`src/rtl/button_pkg.sv`:
```
// Shared types for the push-button conditioning logic.
package button_pkg;

    // Debounce FSM states, 2-bit encoding.
    typedef enum logic [1:0] {
        StIdle      = 2'd0,
        StArming    = 2'd1,
        StHeld      = 2'd2,
        StDisarming = 2'd3
    } btn_state_e;

endpackage

```
`src/rtl/sync_2ff.sv`:
```
// 1-bit two-flop synchronizer with synchronous clear for asynchronous input pins.
module sync_2ff (
    input  logic clk_i,
    input  logic clr_i,
    input  logic d_i,
    output logic q_o
);

    logic meta_q;
    logic sync_q;

    // Two-stage capture; clear forces the "inactive" level.
    always_ff @(posedge clk_i) begin
        if (clr_i) begin
            meta_q <= 1'b0;
            sync_q <= 1'b0;
        end else begin
            meta_q <= d_i;
            sync_q <= meta_q;
        end
    end

    assign q_o = sync_q;

endmodule

```
`src/rtl/button_conditioner.sv`:
```
// Push-button conditioner: synchronizer, debounce FSM, press/release/long-press
// strobes and a stretched reset request for "hold button to reboot".
module button_conditioner
    import button_pkg::*;
#(
    parameter int unsigned DEBOUNCE_BITS = 16,
    parameter int unsigned LONG_BITS     = 22,
    parameter int unsigned STRETCH_BITS  = 4,
    parameter bit          ACTIVE_LOW    = 1'b0
) (
    input  logic CLK,
    input  logic RESET,
    input  logic BTN,
    output logic pressed,
    output logic press_pulse,
    output logic release_pulse,
    output logic long_pulse,
    output logic reset_req
);

    localparam logic [DEBOUNCE_BITS-1:0] DcntMax  = '1;
    // Last value before the long-press threshold; the MSB of lcnt marks "already fired".
    localparam logic [LONG_BITS:0]       LcntMax  = {1'b0, {LONG_BITS{1'b1}}};
    localparam logic [STRETCH_BITS-1:0]  ScntInit = '1;

    logic                     btn_norm;
    logic                     btn_s;

    btn_state_e               state_q, state_d;
    logic [DEBOUNCE_BITS-1:0] dcnt_q, dcnt_d;
    logic [LONG_BITS:0]       lcnt_q, lcnt_d;
    logic [STRETCH_BITS-1:0]  scnt_q, scnt_d;

    logic pressed_q, pressed_d;
    logic press_q, press_d;
    logic release_q, release_d;
    logic long_q, long_d;
    logic req_q, req_d;
    logic stretch_busy;

    // Normalise polarity so that 1 always means "pressed".
    assign btn_norm = BTN ^ ACTIVE_LOW;

    sync_2ff u_sync (
        .clk_i (CLK),
        .clr_i (RESET),
        .d_i   (btn_norm),
        .q_o   (btn_s)
    );

    // FSM state and debounce counter register.
    always_ff @(posedge CLK) begin
        if (RESET) begin
            state_q <= StIdle;
            dcnt_q  <= '0;
        end else begin
            state_q <= state_d;
            dcnt_q  <= dcnt_d;
        end
    end

    // Debounce next-state: the counter restarts on every entry to a qualifying state.
    always_comb begin
        state_d = state_q;
        dcnt_d  = dcnt_q;
        unique case (state_q)
            StIdle: begin
                if (btn_s) begin
                    state_d = StArming;
                    dcnt_d  = '0;
                end
            end
            StArming: begin
                if (!btn_s) begin
                    state_d = StIdle;
                end else if (dcnt_q != DcntMax) begin
                    dcnt_d = dcnt_q + 1'b1;
                end else begin
                    state_d = StHeld;
                end
            end
            StHeld: begin
                if (!btn_s) begin
                    state_d = StDisarming;
                    dcnt_d  = '0;
                end
            end
            StDisarming: begin
                if (btn_s) begin
                    state_d = StHeld;
                end else if (dcnt_q != DcntMax) begin
                    dcnt_d = dcnt_q + 1'b1;
                end else begin
                    state_d = StIdle;
                end
            end
            default: begin
                state_d = StIdle;
                dcnt_d  = '0;
            end
        endcase
    end

    // Output next-state: strobes, held level, long-press counter and reset stretch.
    always_comb begin
        press_d   = (state_q == StArming) && btn_s && (dcnt_q == DcntMax);
        release_d = (state_q == StDisarming) && !btn_s && (dcnt_q == DcntMax);

        pressed_d = pressed_q;
        if (press_d) begin
            pressed_d = 1'b1;
        end else if (release_d) begin
            pressed_d = 1'b0;
        end

        // Holding lcnt at the threshold while a stretch is in flight keeps a second
        // long strobe from landing inside the current reset request.
        stretch_busy = long_q || req_q;
        lcnt_d       = lcnt_q;
        long_d       = 1'b0;
        if (press_d) begin
            lcnt_d = '0;
        end else if ((state_q == StHeld) && btn_s && !lcnt_q[LONG_BITS]) begin
            if (lcnt_q != LcntMax) begin
                lcnt_d = lcnt_q + 1'b1;
            end else if (!stretch_busy) begin
                lcnt_d = lcnt_q + 1'b1;
                long_d = 1'b1;
            end
        end

        req_d  = req_q;
        scnt_d = scnt_q;
        if (long_q) begin
            req_d  = 1'b1;
            scnt_d = ScntInit;
        end else if (req_q) begin
            if (scnt_q == '0) begin
                req_d = 1'b0;
            end else begin
                scnt_d = scnt_q - 1'b1;
            end
        end
    end

    // Output and counter registers.
    always_ff @(posedge CLK) begin
        if (RESET) begin
            pressed_q <= 1'b0;
            press_q   <= 1'b0;
            release_q <= 1'b0;
            long_q    <= 1'b0;
            req_q     <= 1'b0;
            lcnt_q    <= '0;
            scnt_q    <= '0;
        end else begin
            pressed_q <= pressed_d;
            press_q   <= press_d;
            release_q <= release_d;
            long_q    <= long_d;
            req_q     <= req_d;
            lcnt_q    <= lcnt_d;
            scnt_q    <= scnt_d;
        end
    end

    assign pressed       = pressed_q;
    assign press_pulse   = press_q;
    assign release_pulse = release_q;
    assign long_pulse    = long_q;
    assign reset_req     = req_q;

endmodule

```
`config.mk`:
```
export PLATFORM = sky130hd
export DESIGN_NAME = button_conditioner
export DESIGN_NICKNAME = d
export VERILOG_FILES = /design/src/rtl/button_pkg.sv /design/src/rtl/sync_2ff.sv /design/src/rtl/button_conditioner.sv
export SDC_FILE = /design/constraint.sdc
export NUM_CORES = 1
export LEC_CHECK = 0
export CAP_MARGIN = 20
export CORE_MARGIN = 2
export CORE_UTILIZATION = 55
export CTS_CLUSTER_SIZE = 10
export DETAILED_ROUTE_END_ITERATION = 6
export PLACE_DENSITY_LB_ADDON = 0.05
export SYNTH_ARGS = -nofsm -noshare
export SYNTH_HDL_FRONTEND = slang
export SYNTH_HIERARCHICAL = 1
export SYNTH_SLANG_ARGS = --single-unit
```
`constraint.sdc`:
```
create_clock -name CLK -period 2.1 [get_ports CLK]
set_clock_uncertainty 0.15 [all_clocks]
set_input_delay 0.525 -clock CLK [delete_from_list [all_inputs] [get_ports CLK]]
set_output_delay 0.525 -clock CLK [all_outputs]
set_load 0.05 [all_outputs]
```
Word-level counts from Yosys, hierarchy flattened
Index checks and enable logic that the tools add are counted.

storage, ports and cells
  latch bits = 0
  register bits = 52
  bits in writable memories = 0
  bits in read-only memories = 0
  memories = 0
  output and inout port bits = 5
  logic and storage cells = 72

operators by class
  div/mod/pow operators = 0
  bitwise operators = 1
  shift operators = 0
  muxes and demuxes = 24
  reduce and logical (&&, ||, !) cells = 19
  magnitude comparators = 0
  multiply operators = 0
  equal/unequal tests = 14
  $add $sub $neg = 3

operators with widths
  operator               count
  $mux 16                5
  $pmux 16 s4            1
  $mux 23                2
  $add 23x1->23 const B  1
  $ne 23x22->1 const B   1
  $add 16x1->16 const B  1
  $eq 16x16->1 const B   1
  $ne 16x16->1 const B   1
  $mux 2                 6
  $mux 4                 3
  $pmux 2 s4             1
  $reduce_and 4->1       2
  $logic_and 1x1->1      6
  $mux 1                 6
  $ne 2x1->1 const B     3
  $ne 2x2->1 const B     3
  $eq 2x2->1 const B     2
  $logic_not 4->1        1
  $reduce_and 2->1       2
  $reduce_bool 2->1      2
  $reduce_or 4->1        1
  $sub 4x1->4 const B    1
  $ne 3x2->1 const B     1
  $ne 3x3->1 const B     1
  6 further kinds        7

Longest topological paths before layout
  depth in word-level cells = 5
  gate-level depth with buffers = 7
  gate-level depth less buffers = 7

Hierarchy
Netlist, hierarchy kept.

modules (own cells, without submodules)
  module              cells each  instances  area an instance (um^2)  seq. area each (um^2)
  button_conditioner  284         1          2451.1                   1001.0
  sync_2ff            4           1          52.6                     40.0

Worst setup path before layout
Ideal clock, no wire load.

  path type = register to register
  start = register long_q, in the netlist long_pulse
  end = register lcnt_q[1]
  cell stages (with the launch flop) = 7
  setup slack = 0.060 ns
  period minus slack after synthesis = 2.040 ns
  data arrival time = 1.762 ns
  buffers on the path = 1
  path through = dfxtp_1 o21bai_1 nor4_2 buf_2 a31oi_1 mux2i_1 nor2_1

between the ends
  longest elaborated chain between the ends = 3

RTL lines
  item                        line                       source
  start: declaration          button_conditioner.sv:37   logic long_q, long_d;
  start signal: assignment    button_conditioner.sv:160  long_q <= long_d;
  $logic_or 1x1->1            button_conditioner.sv:118  stretch_busy = long_q || req_q;
  $ne 2x1->1 (no line)        -
  $reduce_and 2->1 (no line)  -
  end signal: assignment      button_conditioner.sv:162  lcnt_q <= lcnt_d;
  end: declaration            button_conditioner.sv:31   logic [LONG_BITS:0] lcnt_q, lcnt_d;

Every way passes these cells.
A chain may end at the register's enable or synchronous reset.

Final worst setup path
  start = register dcnt_q[0]
  end = register dcnt_q[0]

between the ends
  longest elaborated chain between the ends = 4
  elaborated cells on any way between the ends = 6
  classes of those cells = add/sub (1); eq/ne (1); mux (4)

RTL lines
  item                                           line                                                source
  start: declaration                             button_conditioner.sv:30                            logic [DEBOUNCE_BITS-1:0] dcnt_q, dcnt_d;
  start signal: assignment                       button_conditioner.sv:58                            dcnt_q <= dcnt_d;
  $add 16x1->16 or $ne 16x16->1 (tied branches)  -
  $mux 16 (*)                                    button_conditioner.sv:76, button_conditioner.sv:91
  $mux 16 (on tied branches)                     button_conditioner.sv:89, button_conditioner.sv:74
  $pmux 16 s4 (*)                                button_conditioner.sv:66                            unique case (state_q)

Mark *: on every way between the ends. The rest lies on a longest branch, timed or not. The select of a mux whose other input is x is not followed.

==> flow_summary.toml <==
[outcome]
outcome = "finished clean"

[floorplanning]
die_x_microns = 71.5
initial_core_util_pct = 57.1
fp.dieArea_sq_um = 5110
die_y_microns = 71.5
fp.coreArea_sq_um = 4380
row_count = 24
ioPinCount = 8

[timing]
tns_ps = 0
max_freq_mhz = 511
tightest_slew_ps = 600
fin_crit_ps = 1960
rsz0062_at_grt = "true"
holdWs_ps = 299
final_max_slew_viol_count = 0
maxSlewHeadroom_pct = 59.0
hold_viol = 0
setup_viol = 0
fin_crit_sh_pct = 93.2

[synth]
yosys.area.top_type_share_pct = 41.6
seq_area_frac_synth_pct = 41.6
synth_area_leaders = "dfxtp_1 42%, xnor2_1 9.1%, nor2_1 6.6%"
syn_inst = 288
synth_area_sq_um = 2500
syn-num-nets = 294
yosysWarnings = 6
syn_area_per_cell_sq_um = 8.69
yosys.area.top_type = "dfxtp_1"
ys_ff_latch = 52
synth.distinct_cells = 49

[global_routing]
grt_usage_pct = 20.6
grt_overflow_total = 0
grt_pass1_vias = 1981
grt_first_pass_wirelength_microns = 8600
grt_start_max_net_pins = 25
antenna_found_initial = 0

[layout]
antenna_cells = 0
nets = 324
utilization_pct = 66.2
drive_gt1_share_pct = 15.4
fillers = 373
area_delta_synth_final_pct = 15.9
fin_area_sq_um = 2900

[worst_setup_path]
critPathRequiredTime_ps = 2200
r2r_cells = 6
reg2reg_setup_slack_ps = 140
crit_fanout = 8
r2r-end = "dcnt_q[0]"
crit_slowest_cell = "a2111oi_0"
path_cells = "ha_1, nand2_1, nor4_2, buf_4, a2111oi_0, mux2_2"
critical_path_arrival_ps = 2050
critPathLaunchType = "flip-flop"
critPathMaxStageDelay_ps = 560
path_class = "flip-flop to flip-flop"
r2r-start = "dcnt_q[0]"
cp-end-kind = "flip-flop"

[cts]
cts.path.max_buffers = 2
cts_root_buf = "clkbuf_8"
clock_sinks = 52
numCtsBuffers = 5
path_clk_slew_ps = 90
h-tree-depth = 2
cts_tree = "done"
worstSkewPairLatency_ps = 300

[worst_hold_path]
holdPathEnd = "u_sync/q_o"
hold_depth = 1
min_from = "u_sync/meta_q"
min_path_type = "flip-flop to flip-flop"

[drt]
postRouteAntennaNets = 0
drcViolationCount = 0
drt_iter0_drc = 128
totalWireLength_microns = 4880
wl_per_cell_microns = 13.2
vias = 2066
dr.pass1.iters = 4
avgViaCountPerCell = 5.57

[power_and_ir_drop]
power_density_nw_per_um2 = 593
leakagePower_nw = 0.999
ir_drop_v = 0.000512

[placement]
place.gp.congestion = 0.850
port_buffers = 7
dp_hpwl_microns = 3510
placed_area_sq_um = 2780

[run]
max-cap-violations = 0
[state kept, by name, summed over array words and instances (netlist names), named ones only]
| register | count |
|---|---|
| u_sync/q_o | 1 |
| state_q | 1 |
| long_pulse | 1 |
| dcnt_q | 16 |
| reset_req | 1 |
| lcnt_q | 23 |
| press_pulse | 1 |
| pressed | 1 |
| u_sync/meta_q | 1 |
| scnt_q | 4 |
| release_pulse | 1 |
[placed cells by master, fill, tap and decap left out, types with 3 or more instances in the layout]
cell type and count:
nand4_1 10, a21oi_1 15, nor2_1 44, a211oi_1 12, and4_1 3, nor3_1 12
nand3_1 9, a31oi_1 4, xor2_1 5, inv_1 13, xnor2_1 26, clkbuf_8 5
nand4_2 3, a21o_1 3, buf_4 28, nor4_1 4, nand2_1 19, dfxtp_1 52
and3_1 5
[per-stage QoR]
| stage | instances | total power [mW] | setup slack, ps |
|---|---|---|---|
| after detailed placement | 362 | 1.07 | 108 |
| after global routing | 371 | 1.78 | -12.4 |
| final | 371 | 1.72 | 144 |
| after CTS | 370 | 1.74 | 15.3 |
| after floorplan | 288 | 1.05 | 60.1 |
| after global placement | 362 | 1.07 | 156 |
[synthesized netlist by cell type, drive strengths merged]
library cell / number
a311oi: 1
a21o: 3
clkinv: 1
nor2b: 2
and3: 5
and4bb: 1
a2111oi: 5
o21bai: 1
clkbuf: 2
nand3: 9
o31ai: 1
nor4: 6
ha: 3
o21ai: 2
xor2: 5
a31oi: 4
nor3: 13
nor3b: 1
a31o: 1
inv: 14
nand2: 19
or3b: 1
buf: 7
a211oi: 12
o2111ai: 1
a21oi: 15
nand2b: 1
nor2: 44
nor4b: 2
or4: 3
or3: 2
and3b: 2
xnor2: 26
mux2: 1
mux2i: 1
and2: 2
dfxtp: 52
nand4: 13
a22o: 1
and4: 3
[what timing repair did]
| item | CTS | global route |
|---|---|---|
| hold buffers | 0 | 0 |
| buffers inserted | 0 | 1 |
| resized for setup | 0 | 2 |
| setup endpoints to repair | 0 | 2 |
[critical path: cells and delay by family, from the launching register on]
kind	cells	cell delay, ps
multiplexers	1	270
adder cells (fa/ha/maj)	1	250
AND/OR/NAND/NOR	2	160
AO/OA/AOI/OAI	1	560
flip-flops	1	360
buffers and inverters	1	160
[per-layer routing]
metal | GRT usage (%) | share of wire [%]
met1 | 28.0 | 50
met2 | 33.2 | 46
met3 | 4.36 | 3.3
met4 | 5.87 | 0.59
met5 | 0 | 0
[layout make-up]
cell class / count / area (sq um) / area share, %
clock buffers: 6 / 72.6 / 2.50
multi-input cells: 212 / 1370 / 47.2
well taps: 52 / 65.1 / 2.24
repair buffers: 32 / 263 / 9.06
clock inverters: 2 / 35.0 / 1.21
flip-flops and latches: 52 / 1040 / 35.9
inverters: 15 / 56.3 / 1.94
[power by group]
group / internal (mW) / total (mW) / switching, mW
clock: 0.354 / 0.672 / 0.318
combinational: 0.0231 / 0.0578 / 0.0347
sequential: 0.989 / 0.992 / 0.00243
[worst max path at each step]
stage | endpoint | start
6_report | dcnt_q[0] | dcnt_q[0]
2_1_floorplan | lcnt_q[1] | long_pulse
4_1_cts | press_pulse | press_pulse
5_1_grt | lcnt_q[4] | lcnt_q[0]
3_3_place_gp | dcnt_q[0] | RESET
3_5_place_dp | dcnt_q[0] | RESET
[cell families after synthesis]
logic type      count (synthesis)  synth area share, %
flops                          52                 41.6
fa+ha+maj                       3                 1.50
buf+inv                        24                 3.85
mux                             2                0.850
simple gates                  129                 27.7
compound gates                 47                 13.7
xor+xnor                       31                 10.8
No activity file was read; power rests on OpenSTA's default activity.
